$ cat src/rtl/fetch_pkg.sv
// Shared types and constants for the instruction fetch stage.
// State encoding, instruction size, bubble word and default address limits.
package fetch_pkg;

  typedef enum logic {
    RUN  = 1'b0,
    HALT = 1'b1
  } fetch_state_t;

  localparam int          INSTR_BYTES        = 4;
  localparam logic [31:0] BUBBLE_WORD        = 32'h0;
  localparam logic [63:0] DEFAULT_ALIGN_MASK = 64'hFFFF_FFFF_FFFF_FFFC;
  localparam logic [63:0] DEFAULT_MEM_LIMIT  = 64'h0000_0000_0000_0064;

  // Branch offsets are in words; convert to a byte offset.
  function automatic logic [63:0] word_to_byte_offset(input logic [63:0] imm);
    return imm << 2;
  endfunction

endpackage

$ cat src/rtl/next_pc_calc.sv
// Combinational next-PC arithmetic: sequential successor, branch target,
// and the redirect-aware selection between them.
module next_pc_calc
  import fetch_pkg::*;
#(
  parameter logic [63:0] START_ALIGN_MASK = DEFAULT_ALIGN_MASK
) (
  input  logic [63:0] pc,
  input  logic [63:0] instr_pc,
  input  logic [63:0] sign_ext_imm,
  input  logic        taken,
  output logic [63:0] pc_plus4,
  output logic [63:0] target,
  output logic [63:0] next_pc
);

  always_comb begin
    pc_plus4 = pc + 64'(INSTR_BYTES);
    // Target is relative to the branch instruction, not the current fetch PC.
    target   = (instr_pc + word_to_byte_offset(sign_ext_imm)) & START_ALIGN_MASK;
    next_pc  = taken ? target : pc_plus4;
  end

endmodule

$ cat src/rtl/instruction_fetch_unit.sv
// Fetch stage: owns the PC, captures memory words into a one-entry IR,
// resolves B/CBZ redirects with a single bubble, and halts past the program end.
module instruction_fetch_unit
  import fetch_pkg::*;
#(
  parameter logic [63:0] START_ALIGN_MASK = DEFAULT_ALIGN_MASK,
  parameter logic [63:0] MEM_LIMIT        = DEFAULT_MEM_LIMIT
) (
  input  logic        CLK,
  input  logic        Reset,
  input  logic [63:0] StartPC,
  input  logic        Stall,
  input  logic        Branch,
  input  logic        Uncondbranch,
  input  logic        Zero,
  input  logic [63:0] SignExtImm64,
  input  logic [31:0] InstrData,
  output logic [63:0] Address,
  output logic [31:0] Instruction,
  output logic [63:0] InstrPC,
  output logic        InstrValid,
  output logic        Halted
);

  fetch_state_t state_reg, state_next;
  logic [63:0]  pc_reg, pc_next;
  logic [31:0]  ir_reg, ir_next;
  logic [63:0]  instr_pc_reg, instr_pc_next;
  logic         instr_valid_reg, instr_valid_next;

  logic         taken;
  logic [63:0]  pc_plus4;
  logic [63:0]  target;
  logic [63:0]  redirect_pc;

  // Only a real instruction in IR may redirect; bubbles and halt never do.
  assign taken = instr_valid_reg & (Uncondbranch | (Branch & Zero));

  next_pc_calc #(
    .START_ALIGN_MASK(START_ALIGN_MASK)
  ) u_next_pc (
    .pc           (pc_reg),
    .instr_pc     (instr_pc_reg),
    .sign_ext_imm (SignExtImm64),
    .taken        (taken),
    .pc_plus4     (pc_plus4),
    .target       (target),
    .next_pc      (redirect_pc)
  );

  always_comb begin
    state_next       = state_reg;
    pc_next          = pc_reg;
    ir_next          = ir_reg;
    instr_pc_next    = instr_pc_reg;
    instr_valid_next = instr_valid_reg;

    case (state_reg)
      RUN: begin
        if (Stall) begin
          // Hold everything; a taken branch in IR resolves once stall drops.
        end else if (taken) begin
          pc_next          = redirect_pc;
          ir_next          = BUBBLE_WORD;
          instr_valid_next = 1'b0;
        end else if (pc_reg >= MEM_LIMIT) begin
          ir_next          = BUBBLE_WORD;
          instr_valid_next = 1'b0;
          state_next       = HALT;
        end else begin
          ir_next          = InstrData;
          instr_pc_next    = pc_reg;
          instr_valid_next = 1'b1;
          pc_next          = pc_plus4;
        end
      end
      HALT: begin
        instr_valid_next = 1'b0;
      end
      default: begin
        state_next = RUN;
      end
    endcase
  end

  always_ff @(posedge CLK) begin
    if (Reset) begin
      state_reg       <= RUN;
      pc_reg          <= StartPC & START_ALIGN_MASK;
      ir_reg          <= BUBBLE_WORD;
      instr_pc_reg    <= 64'h0;
      instr_valid_reg <= 1'b0;
    end else begin
      state_reg       <= state_next;
      pc_reg          <= pc_next;
      ir_reg          <= ir_next;
      instr_pc_reg    <= instr_pc_next;
      instr_valid_reg <= instr_valid_next;
    end
  end

  assign Address     = pc_reg;
  assign Instruction = ir_reg;
  assign InstrPC     = instr_pc_reg;
  assign InstrValid  = instr_valid_reg;
  assign Halted      = (state_reg == HALT);

endmodule
$ cat config.mk
export PLATFORM = sky130hd
export DESIGN_NAME = instruction_fetch_unit
export DESIGN_NICKNAME = d
export VERILOG_FILES = /design/src/rtl/fetch_pkg.sv /design/src/rtl/next_pc_calc.sv /design/src/rtl/instruction_fetch_unit.sv
export SDC_FILE = /design/constraint.sdc
export NUM_CORES = 1
export LEC_CHECK = 0
export CORE_UTILIZATION = 35
export DETAILED_ROUTE_END_ITERATION = 6
export SLEW_MARGIN = 20
export SYNTH_ARGS = -nofsm -noshare
export SYNTH_HDL_FRONTEND = slang
export SYNTH_SLANG_ARGS = --single-unit
$ cat constraint.sdc
create_clock -name CLK -period 6.6 [get_ports CLK]
set_input_delay 0.99 -clock CLK [delete_from_list [all_inputs] [get_ports CLK]]
set_output_delay 0.99 -clock CLK [all_outputs]
set_load 0.05 [all_outputs]
* Word level (Yosys, flattened, before mapping)
Cells that the tools add are included.
** Storage, ports and cells
- Input port bits :: 166
- Register bits after elaboration :: 162
** Cells by class
- Multiplexer cells :: 15
- Bitwise operators :: 7
- $lt $le $gt $ge :: 1
- Reduce and logical (&&, ||, !) cells :: 4
- Add/sub/neg operators :: 2
- Equality and inequality tests :: 5
** Operator list (count)
- 2-to-1 mux 64 bit :: 5
- adder 64 x 3 -> 64 bit (second input constant) :: 1
- adder 64 bit :: 1
- greater-or-equal comparator 64 x 7 -> 1 bit (second input constant) :: 1
- 2-to-1 mux 32 bit :: 2
- inequality test 2 bit (second input constant) :: 4
- 2-to-1 mux 1 bit :: 7
- AND reduction 3 bit :: 2
- inverter 1 bit :: 4
- AND reduction 4 bit :: 1
- inequality test 3 bit (second input constant) :: 1
- AND 1 bit :: 2
- case mux 1 bit (2 select lines) :: 1
- AND reduction 2 bit :: 1
- OR 1 bit :: 1

* Logic depth before layout (Yosys ltp)
Gate-level depths: netlist (run 1).
- Depth in word-level cells :: 7
- Mapped depth :: 12
- Mapped depth without buffers :: 12

* Cells and area by module
Synthesis (run 1) repeated with hierarchy kept, for this count alone.
** Second synthesis, totals
- Cell total of the unflattened synthesis :: 1507
- Area total of the unflattened synthesis :: 12358.1 sq um
** Modules (own cells, without submodules)
- instruction_fetch_unit :: times used 1, cells an instance 622, area an instance 6542.5 sq um
- next_pc_calc :: times used 1, cells an instance 885, area an instance 5815.6 sq um

* Worst setup path before layout (run 1)
Ideal clock, no wire load.
- Path kind :: reg-to-reg
- Start point :: register pc_reg[6], in the netlist Address[6]
- End point :: register pc_reg[10], in the netlist Address[10], enable pin
- Required time :: 6105 ps
- Arrival time :: 4944 ps
- Path slack :: 1161 ps
- Cell stages (with the launch flop) :: 8
- Library setup time :: 495 ps
- Buffers on the path :: 1
- Cell sequence :: edfxtp_1 > and3_1 > buf_4 > nor4_1 > nand4_1 > or4_4 > and2_1 > o21bai_1
** Between the ends
- Word-level cells in the longest chain between the ends :: 3
** RTL lines
- start: declaration :: RTL line instruction_fetch_unit.sv:26 : logic [63:0] pc_reg, pc_next;
- start signal: assignment :: RTL line instruction_fetch_unit.sv:89 : pc_reg <= StartPC & START_ALIGN_MASK;
- start signal: assignment :: RTL line instruction_fetch_unit.sv:95 : pc_reg <= pc_next;
- greater-or-equal comparator 64 x 7 -> 1 bit :: RTL line instruction_fetch_unit.sv:66 : end else if (pc_reg >= MEM_LIMIT) begin
- inequality test 3 bit (no source line)
- AND reduction 3 bit (no source line)
Every way passes these cells.
A chain may end at the register's enable or synchronous reset.

* Final worst setup path (run 1)
- Start point :: input port SignExtImm64[4]
- End point :: register pc_reg[45], in the netlist Address[45], data pin
** Between the ends
- Word-level cells in the longest chain between the ends :: 5
** RTL lines
- start: declaration :: RTL line instruction_fetch_unit.sv:16 : input logic [63:0] SignExtImm64,
- adder 64 bit :: RTL line next_pc_calc.sv:20 : target = (instr_pc + word_to_byte_offset(sign_ext_imm)) & START_ALIGN_MASK;
- 2-to-1 mux 64 bit :: RTL line instruction_fetch_unit.sv:62 : end else if (taken) begin
- 2-to-1 mux 64 bit :: RTL line instruction_fetch_unit.sv:60 : if (Stall) begin
- 2-to-1 mux 64 bit :: RTL line instruction_fetch_unit.sv:58 : case (state_reg)
- 2-to-1 mux 64 bit :: RTL line instruction_fetch_unit.sv:87 : if (Reset) begin
Every way passes these cells. The select of a mux whose other input is x is not followed.

==> summary.md, run 1 <==
| Metric | Value |
|---|---|
| HPWL Detailed | `31,240 µm` |
| GRT Util Overall | `0.2473` |
| Slew @ Worst Pin | `0.9265 ns` |
| Hold WC Path Type | `reg -> reg` |
| Syn_nets | `1,541` |
| Setup violators final | `0` |
| Leak | `5.759 nW` |
| Global-route wire length before repair | `62,290 µm` |
| Post-Place Setup Slack | `1.837 ns` |
| Synth warnings | `0` |
| Initial antenna violation count | `0` |
| Register-to-Register Path Depth | `10` |
| Fillcell total | `2,982` |
| GPL Wtd Cong | `0.9362` |
| CTS H-tree depth | `4` |
| Setup Fix Bufs, Post-CTS | `0` |
| Post-route worst setup slack | `2.184 ns` |
| Clock buffer depth | `2` |
| Starting DRT DRC Count | `783` |
| Largest net degree at the start of global routing | `64` |
| Sinks on Clock Net | `162` |
| Power density over the cells | `170.4 nW/µm²` |
| EDFF count, synth | `62` |
| Max Cap Violations | `0` |
| Initial Utilization | `0.3591` |
| Die Footprint | `32,430 µm²` |
| CP max FO | `5` |
| Comb power frac | `0.183` |
| Crit path required time | `6.76 ns` |
| Post-synth top area share | `0.1804` |
| Top post-synthesis cells by area | `dfxtp_1 18%, edfxtp_1 17%, ha_1 7.2%` |
| Peak supply drop | `0.1843 mV` |
| Core area | `30,910 µm²` |
| IO Port Bufs | `323` |
| Rows | `64` |
| CP top delay family | `compound AO/OA/AOI/OAI gates` |
| Kind of end point of the critical path | `register` |
| WP data arrival | `4.58 ns` |
| Run status | `complete, no violations` |
| Setup TNS | `0 ns` |
| Min Tclk post-route | `4.416 ns` |
| Final core occ | `0.4924` |
| Commonest non-fill, non-tap cell in the layout | `clkdlybuf4s50_1` |
| Clk_skew | `0.01228 ns` |
| Die Wd | `180.1 µm` |
| Clk pwr share | `0.386` |
| Antenna Cells | `0` |
| Avg Synthesized Cell Area | `8.473 µm²` |
| FMAX | `0.2265 GHz` |
| Clk slew on worst S/H paths | `0.06 ns` |
| DR pass1 iterations | `5` |
| Internal Pwr Total | `1.829 mW` |
| Hold_buf cts | `0` |
| Via count | `11,050` |
| Final period util | `0.6691` |
| Synth area leader | `dfxtp_1` |
| Num CTS Buffers | `17` |
| Post-synthesis simple-gate area fraction | `0.2250` |
| Seq/Total Area, Yosys | `0.3481` |
| Commonest cells after routing, fill and taps aside | `322 x clkdlybuf4s50_1, 132 x nand2_1, 107 x a21oi_1` |
| Switch Pwr | `0.7649 mW` |
| Final hold viol count | `0` |
| Synth Area in Adders | `0.07395` |
| DR vias/cell | `5.526` |
| Number of synthesized register bits | `162` |
| Post-route ant nets | `0` |
| Layout area overhead | `37.12%` |
| Vias in the first global route | `10,850` |
| Drt drc | `0` |
| Nets@finish | `1,821` |
| Share of power burned in registers | `0.431` |
| Worst slew margin | `0.3817` |
| RSZ-0062 raised after global routing | `no` |
| Final Max Slew Viols | `0` |
| Critical path cell sequence | `clkdlybuf4s50_1 -> ha_1 -> a21o_1 -> a31oi_1 -> a211oi_1 -> o21ai_1 -> o21ai_2 -> a31oi_1 -> o21a_1 -> xor2_1 -> o221ai_1` |
| Mapped cell area | `11,100 µm²` |
| Worst skew pair latency | `0.45 ns` |
| Total wire length | `40,540 µm` |
| Avg WL per Cell | `20.28 µm` |
| Crit path top cell by count | `a31oi_1` |
| Dpl cell area | `14,620 µm²` |
| Largest family of logic cells by synthesized area | `simple AND/OR/NAND/NOR gates` |
| I/O pins | `328` |
| WS Path Type | `in -> reg` |
| WHS Path Cells | `1` |
| CTS tree | `built` |
| Mux contribution to synthesized area | `0.01195` |
| Synth cell types | `81` |
| Die extent in y | `180.1 µm` |
| CP startpoint kind | `input port` |
| XOR/XNOR Fraction of Synth Area | `0.08285` |
| Placed Cells | `1,966` |
| Share of post-route cells with drive strength above 1 | `0.04304` |
| CP max-delay cell | `o21ai_1` |
| Ys async rst share | `0` |
| Post-CTS sizing | `0` |
| Largest stage delay on the critical path | `0.56 ns` |
| Finished Cell Area | `15,220 µm²` |
| Crit. path cell count | `11` |
| Grt ovf | `0` |
| Gate Count Post-Synth | `1,310` |
| Net switching fraction of the power | `0.2949` |
| Synth Area in Compound Gates | `0.2223` |
| Primary FF master, synth | `dfxtp_1` |
| Worst Path Buf+Inv | `1` |
| Final Non-Filler Cells | `1,999` |
| CTS root buf | `clkbuf_16` |
==> power by group through the flow <==
| stage | Sequential, mW | Combinational (mW) | Clock (mW) |
|---|---|---|---|
| after global routing | 1.12 | 0.505 | 1.06 |
| after floorplan | 1.22 | 0.161 | 0 |
| final | 1.12 | 0.474 | 1.00 |
| after global placement | 1.14 | 0.469 | 0 |
| after CTS | 1.12 | 0.473 | 1.03 |
| after detailed placement | 1.14 | 0.470 | 0 |
==> synth_stat cells, types with 5 or more instances <==
cell type	count
inv_1	26
a31oi_1	9
ha_1	64
o21ai_0	89
clkbuf_1	58
o21ai_1	5
o21a_1	9
nand2_1	132
nor4_1	19
and3_1	18
mux2i_1	11
o21bai_1	14
xor2_1	51
or3_1	10
and4_1	11
dfxtp_1	100
a22o_1	9
and2_1	68
nor3_1	17
a21oi_1	107
buf_2	9
nand4_1	39
nor2_1	109
o221ai_1	8
a21o_1	25
edfxtp_1	62
xnor2_1	54
nand3_1	33
a22oi_1	50
o211ai_1	5
==> worst paths after layout <==
kind	start	end	slack (ns)
setup / recovery	SignExtImm64[4]	Address[45]	2.18
setup reg to reg	InstrPC[6]	Address[45]	2.84
hold reg to reg	InstrPC[49]	InstrPC[49]	0.49
hold / removal	InstrPC[49]	InstrPC[49]	0.49
==> layer usage <==
layer,track usage,vias to the layer above,wire [µm]
met5,0,-,0
met4,0.07761,0,766
met3,0.05699,40,3185
met2,0.4092,432,18810
met1,0.3187,5197,17780
li1,-,5378,-
==> cells by family (layout without fill, tap and decap cells) <==
group	count (synthesis)	count (layout)
compound gates	379	379
flops	162	162
xor+xnor	105	105
fa+ha+maj	65	65
buf+inv	100	393
simple gates	486	486
mux	13	13
==> per-stage QoR <==
| step | hold WS, ns | power [mW] |
|---|---|---|
| 2_1_floorplan | 0.7277 | 1.380 |
| 3_3_place_gp | 0.4721 | 1.608 |
| 3_5_place_dp | 0.4758 | 1.610 |
| 4_1_cts | 0.4955 | 2.616 |
| 5_1_grt | 0.5045 | 2.691 |
| 6_report | 0.4929 | 2.594 |
==> final cells by class <==
cell class | count | area (µm²) | area share
clock buffers | 22 | 475.5 | 0.03124
clock inverters | 10 | 97.59 | 0.006412
multi-input cells | 1048 | 6857 | 0.4505
flip-flops and latches | 162 | 3864 | 0.2539
inverters | 26 | 97.59 | 0.006412
repair buffers | 335 | 3333 | 0.2190
well taps | 396 | 495.5 | 0.03256
==> sequential cells by signal, indices dropped and copies added (netlist names) <==
| name | count |
|---|---|
| Address | 64 |
| Halted | 1 |
| InstrPC | 64 |
| InstrValid | 1 |
| Instruction | 32 |
(Power assumes the default switching activity.)
==> inputs of run 2 (changes only) <==
==> constraint.sdc (replaced) <==
create_clock -name CLK -period 4.37 [get_ports CLK]
set_input_delay 0.6555 -clock CLK [delete_from_list [all_inputs] [get_ports CLK]]
set_output_delay 0.6555 -clock CLK [all_outputs]
set_load 0.05 [all_outputs]
==> run 2 against run 1 <==
- sequential power is 51% higher
- register-to-register slack worse by 1.8 ns
- routed wire length is 0.17% higher
- clock power rose by 60%
- largest power group unchanged
- critical endpoint is now Address[54]
- worst hold slack hardly changed
- critical path depth rose by 1
- first-iteration DRC count is 9.8% higher
- clock-buffer cell count up 4
- sequential cell count unchanged
- die area stayed put
- worst setup slack lost 1.5 ns
==> summary.md, run 2 (synthesized netlist as in run 1, its figures left out) <==
| Metric | Value |
|---|---|
| Run status | `complete, no violations` |
| Worst slew margin | `0.4086 (+0.02698)` |
| Final period util | `0.8472` |
| Avg WL per Cell | `20.18 µm (-0.47%)` |
| Final Max Slew Viols | `0 (unchanged)` |
| Clk slew on worst S/H paths | `0.07 ns (about the same)` |
| Placed Cells | `1,979 (+0.66%)` |
| CP startpoint kind | `input port` |
| Peak supply drop | `0.2465 mV (+34%)` |
| Total wire length | `40,610 µm (+0.17%)` |
| Setup TNS | `0 ns (unchanged)` |
| Commonest non-fill, non-tap cell in the layout | `clkdlybuf4s50_1` |
| GPL Wtd Cong | `0.9703 (+3.6%)` |
| Rows | `64 (unchanged)` |
| Grt ovf | `0 (unchanged)` |
| CTS H-tree depth | `4 (unchanged)` |
| WS Path Type | `in -> reg` |
| DR vias/cell | `5.536 (+0.17%)` |
| HPWL Detailed | `31,390 µm (+0.49%)` |
| Largest net degree at the start of global routing | `80 (+25%)` |
| Starting DRT DRC Count | `860 (+9.8%)` |
| Initial Utilization | `0.3591 (unchanged)` |
| Register-to-Register Path Depth | `7 (-3)` |
| Post-route ant nets | `0 (unchanged)` |
| Worst R2R Start | `Address[38]` |
| Die Footprint | `32,430 µm² (unchanged)` |
| Leak | `5.829 nW (+1.2%)` |
| Initial antenna violation count | `1 (+1)` |
| Layout area overhead | `38.17%` |
| GRT Util Overall | `0.2449 (-0.002433)` |
| Final hold viol count | `0 (unchanged)` |
| Commonest cells after routing, fill and taps aside | `322 x clkdlybuf4s50_1, 132 x nand2_1, 107 x a21oi_1` |
| Hold_buf cts | `0 (unchanged)` |
| Share of post-route cells with drive strength above 1 | `0.04892 (+0.005872)` |
| WHS Path Cells | `1 (unchanged)` |
| CTS root buf | `clkbuf_16` |
| Slew @ Worst Pin | `0.8871 ns (-0.03947 ns)` |
| Min Tclk post-route | `3.702 ns` |
| Via count | `11,140 (+0.82%)` |
| Clk_skew | `0.01425 ns (+0.001972 ns)` |
| Die extent in y | `180.1 µm (unchanged)` |
| Num CTS Buffers | `17 (unchanged)` |
| Power density over the cells | `260.9 nW/µm² (+53%)` |
| Post-CTS sizing | `0 (unchanged)` |
| Worst skew pair latency | `0.44 ns (about the same)` |
| Clock buffer depth | `2 (unchanged)` |
| FMAX | `0.2701 GHz` |
| Hold WC Path Type | `reg -> reg` |
| Routing usage on met1 | `0.3220 (+0.003375)` |
| Max Cap Violations | `0 (unchanged)` |
| CTS tree | `built` |
| Nets@finish | `1,833 (+0.66%)` |
| Core area | `30,910 µm² (unchanged)` |
| Global-route wire length before repair | `61,710 µm (-0.94%)` |
| Setup slack, reg-to-reg | `1.00 ns (-1.84 ns)` |
| Min-Delay Startpoint | `InstrPC[14]` |
| Busiest grt layer | `met2` |
| Crit path required time | `4.54 ns (-2.22 ns)` |
| Setup violators final | `0 (unchanged)` |
| Worst Hold Path EP | `InstrPC[14]` |
| GR Util met2 | `0.3936 (-0.01556)` |
| Kind of end point of the critical path | `register` |
| Sinks on Clock Net | `162 (unchanged)` |
| Drt drc | `0 (unchanged)` |
| DR pass1 iterations | `5 (unchanged)` |
| IO Port Bufs | `323 (unchanged)` |
| I/O pins | `328 (unchanged)` |
| Final Non-Filler Cells | `2,012 (+0.65%)` |
| Vias in the first global route | `10,630 (-2.0%)` |
| Die Wd | `180.1 µm (unchanged)` |
| CP max FO | `5 (unchanged)` |
| Setup Fix Bufs, Post-CTS | `0 (unchanged)` |
| WP data arrival | `3.87 ns (-0.71 ns)` |
| Reg2reg end | `Address[59]` |
| RSZ-0062 raised after global routing | `no` |
| GRT met3 Usage | `0.06063 (+0.003638)` |
-- run 2: cell types whose count changed in the layout (fill, tap and decap cells not counted) --
cell / before / now
clkbuf_16: 18 / 21
clkinv_4: 4 / 2
inv_6: 1 / 0
buf_12: 1 / 0
diode_2: 0 / 1
buf_4: 12 / 25
clkbuf_8: 1 / 0
inv_4: 3 / 2
clkbuf_1: 3 / 5
-- run 2: worst max path at each step --
| stage | startpoint | to | slack (ns) |
|---|---|---|---|
| after floorplan | Address[6] | Address[10] | 0.25 |
| after global placement | SignExtImm64[0] | Address[50] | 0.32 |
| after detailed placement | SignExtImm64[10] | Address[54] | 0.24 |
| after CTS | SignExtImm64[10] | Address[54] | 0.69 |
| after global routing | SignExtImm64[10] | Address[54] | 0.47 |
| final | SignExtImm64[10] | Address[54] | 0.67 |
-- run 2: power by group --
group	internal (mW)	switching, mW	leakage, nW
registers	1.62	0.0685	1.43
logic	0.303	0.414	4.10
clock network	0.926	0.670	0.300
total	2.85	1.15	5.83
-- run 2: critical path, stage by stage --
cell             delay [ns]
clkdlybuf4s50_1        0.41
ha_1                   0.38
a21oi_1                0.32
o211ai_1               0.21
a32o_1                 0.31
o21ai_1                0.36
a211oi_2               0.13
buf_4                  0.17
nor3b_1                0.46
o21ai_1                0.13
xnor2_1                0.23
o311ai_1               0.11
-- run 2: final cells by class --
class                      instances  area [µm²]
antenna                            1       2.502
clock buffer                      26       544.3
clock inverter                     6       65.06
fill                            2988       15570
inverter                          26       97.59
multi-input combinational       1048        6857
sequential                       162        3864
tap                              396       495.5
timing repair buffer             347        3411
-- run 2: per-layer routing --
layer / part of all wire / vias up
met3: 0.084 / 41
met1: 0.44 / 5234
met2: 0.45 / 466
li1: - / 5397
met4: 0.020 / 0
met5: 0 / -
-- run 2: metrics by stage --
step | setup WS [ns] | hold slack, ns | power [mW] | instance area [µm²] | util
floorplan | 0.2488 | 0.7277 | 2.084 | 11100 | -
global placement | 0.3156 | 0.4735 | 2.430 | 14720 | 0.4763
detailed placement | 0.2431 | 0.4763 | 2.434 | 14720 | 0.4763
global route | 0.4651 | 0.5042 | 4.147 | 15340 | 0.4962
CTS | 0.6905 | 0.4972 | 4.031 | 15330 | 0.4960
finish | 0.6678 | 0.4934 | 4.001 | 15340 | 0.4962
==> inputs of run 3 (changes only) <==
==> constraint.sdc (replaced) <==
create_clock -name CLK -period 3 [get_ports CLK]
set_input_delay 0.45 -clock CLK [delete_from_list [all_inputs] [get_ports CLK]]
set_output_delay 0.45 -clock CLK [all_outputs]
set_load 0.05 [all_outputs]
==> run 3 against run 2 <==
- die area is the same
- cell count grew 15%
- largest cell class unchanged
- global-route usage grew 2.4 points
- register-to-register slack lost 1.0 ns
- non-clock buffer count grew 294
- power grew 48%
- routed wire length grew 10%
- worst hold slack lost 0.015 ns
- critical path type is now reg -> reg
- the run now ends with setup timing left
- via count grew 11%
- design area grew 17%
==> summary.md, run 3 (synthesized netlist as in run 1, its figures left out) <==
| Metric | Value |
|---|---|
| Die Wd | `180.1 µm (unchanged)` |
| Placed Cells | `2,255 (+14%)` |
| Via count | `12,360 (+11%)` |
| Kind of end point of the critical path | `register` |
| Largest net degree at the start of global routing | `79 (-1.3%)` |
| HPWL Detailed | `35,520 µm (+13%)` |
| Avg WL per Cell | `19.46 µm (-3.6%)` |
| Clock buffer depth | `2 (unchanged)` |
| Setup violators final | `2 (+2)` |
| Crit path required time | `3.19 ns (-1.35 ns)` |
| Antenna Cells | `0 (-1)` |
| Design Power | `5.931 mW (+48%)` |
| Leak | `7.358 nW (+26%)` |
| FMAX | `0.3311 GHz` |
| Rows | `64 (unchanged)` |
| Sinks on Clock Net | `162 (unchanged)` |
| Failing checks | `setup timing` |
| Num CTS Buffers | `17 (unchanged)` |
| DR vias/cell | `5.363 (-3.1%)` |
| Final Non-Filler Cells | `2,305 (+15%)` |
| Power density over the cells | `330.2 nW/µm² (+27%)` |
| Worst slew margin | `0.4329 (+0.02428)` |
| Post-route worst setup slack | `-0.02016 ns (-0.6880 ns)` |
| Slew @ Worst Pin | `0.8506 ns (-0.03642 ns)` |
| Vias in the first global route | `11,880 (+12%)` |
| Hold WC Path Type | `reg -> reg` |
| Commonest cells after routing, fill and taps aside | `312 x clkdlybuf4s50_1, 312 x buf_4, 130 x nand2_1` |
| Layout area overhead | `61.84%` |
| Clk_skew | `0.01468 ns (+0.0004373 ns)` |
| Core area | `30,910 µm² (unchanged)` |
| Run status | `complete, but fails checks` |
| WS Path Type | `reg -> reg` |
| Final hold viol count | `0 (unchanged)` |
| Hold_buf cts | `0 (unchanged)` |
| CP max FO | `2 (-3)` |
| Worst skew pair latency | `0.45 ns (about the same)` |
| Die Footprint | `32,430 µm² (unchanged)` |
| RSZ-0062 raised after global routing | `yes` |
| Initial antenna violation count | `1 (unchanged)` |
| Starting DRT DRC Count | `814 (-5.3%)` |
| WP data arrival | `3.21 ns (-0.66 ns)` |
| Max Cap Violations | `0 (unchanged)` |
| CTS H-tree depth | `4 (unchanged)` |
| Clk slew on worst S/H paths | `0.08 ns (about the same)` |
| Total wire length | `44,860 µm (+10%)` |
| Die extent in y | `180.1 µm (unchanged)` |
| GRT Util Overall | `0.2692 (+0.02429)` |
| Post-route ant nets | `0 (unchanged)` |
| Drt drc | `0 (unchanged)` |
| CP startpoint kind | `register` |
| Finished Cell Area | `17,960 µm² (+17%)` |
| Min Tclk post-route | `3.020 ns` |
| Initial Utilization | `0.3591 (unchanged)` |
| Share of post-route cells with drive strength above 1 | `0.2268 (+0.1779)` |
| DR pass1 iterations | `6 (+1)` |
| IO Port Bufs | `323 (unchanged)` |
| Dpl cell area | `16,860 µm² (+15%)` |
| Final Max Slew Viols | `0 (unchanged)` |
| Grt ovf | `0 (unchanged)` |
| Final period util | `1.007` |
| I/O pins | `328 (unchanged)` |
| Nets@finish | `2,127 (+16%)` |
| Global-route wire length before repair | `67,860 µm (+10%)` |
| CTS root buf | `clkbuf_16` |
| CTS tree | `built` |
| Peak supply drop | `0.3783 mV (+53%)` |
| Hold WS | `0.4786 ns (-0.01473 ns)` |
| Setup TNS | `-0.02670 ns (-0.02670 ns)` |
| GPL Wtd Cong | `0.9152 (-5.7%)` |
run 3: changes by cell type in the layout (fill, tap and decap cells not counted), sizes merged:
cell,previous run,this run
clkdlybuf4s50,322,312
dlymetal6s2s,0,7
clkinvlp,0,3
diode,1,0
dlygate4sd2,0,3
inv,28,32
buf,25,319
clkbuf,26,19
run 3: final cells by class:
cell class                      count  area, µm²
Fill cell                        2791      12950
Multi-Input combinational cell   1048       7228
Timing Repair Buffer              641       5693
Sequential cell                   162       3871
Tap cell                          396      495.5
Clock buffer                       19      452.9
Clock inverter                     13      125.1
Inverter                           26      97.59
run 3: critical path, stage by stage (launching register included):
cell	delay (ns)
dfxtp_4	0.36
ha_4	0.14
inv_2	0.04
fa_2	0.35
nor2b_2	0.16
o211ai_1	0.17
a211oi_4	0.39
buf_4	0.18
or3b_4	0.13
nand3_4	0.08
o21ai_4	0.20
a21boi_2	0.09
a41oi_2	0.13
or3b_1	0.36
run 3: timing repair:
item / 4_1_cts / 5_1_grt
pin swaps: 16 / 33
gates resized for setup: 29 / 53
setup buffers: 10 / 10
hold endpoints to repair: 0 / 0
endpoints found under the setup margin: 46 / 41
run 3: worst paths after layout:
check | slack, ns | cells past startpoint | from | end
setup reg to reg | -0.02 | 13 | InstrPC[2] | Address[40]
hold reg to reg | 0.48 | 1 | InstrPC[17] | InstrPC[17]
setup / recovery | -0.02 | 13 | InstrPC[2] | Address[40]
hold / removal | 0.48 | 1 | InstrPC[17] | InstrPC[17]
run 3: power by group:
group          leakage, nW  switching [mW]  internal [mW]
clock                0.278            1.02           1.20
combinational         5.65           0.704          0.585
sequential            1.44          0.0668           2.36
total                 7.36            1.79           4.14
run 3: metrics by stage:
step / setup WS (ns) / util
final: -0.02016 / 0.5812
after global placement: -0.6866 / 0.5455
after detailed placement: -0.7673 / 0.5455
after global routing: -0.1369 / 0.5812
after floorplan: -0.3807 / -
after CTS: -0.002344 / 0.5704
run 3: layer usage:
layer  track usage  share of wire
met2        0.4570           0.47
met1        0.3456           0.43
met5             0        0.00029
met3       0.05032          0.071
met4       0.08171          0.023
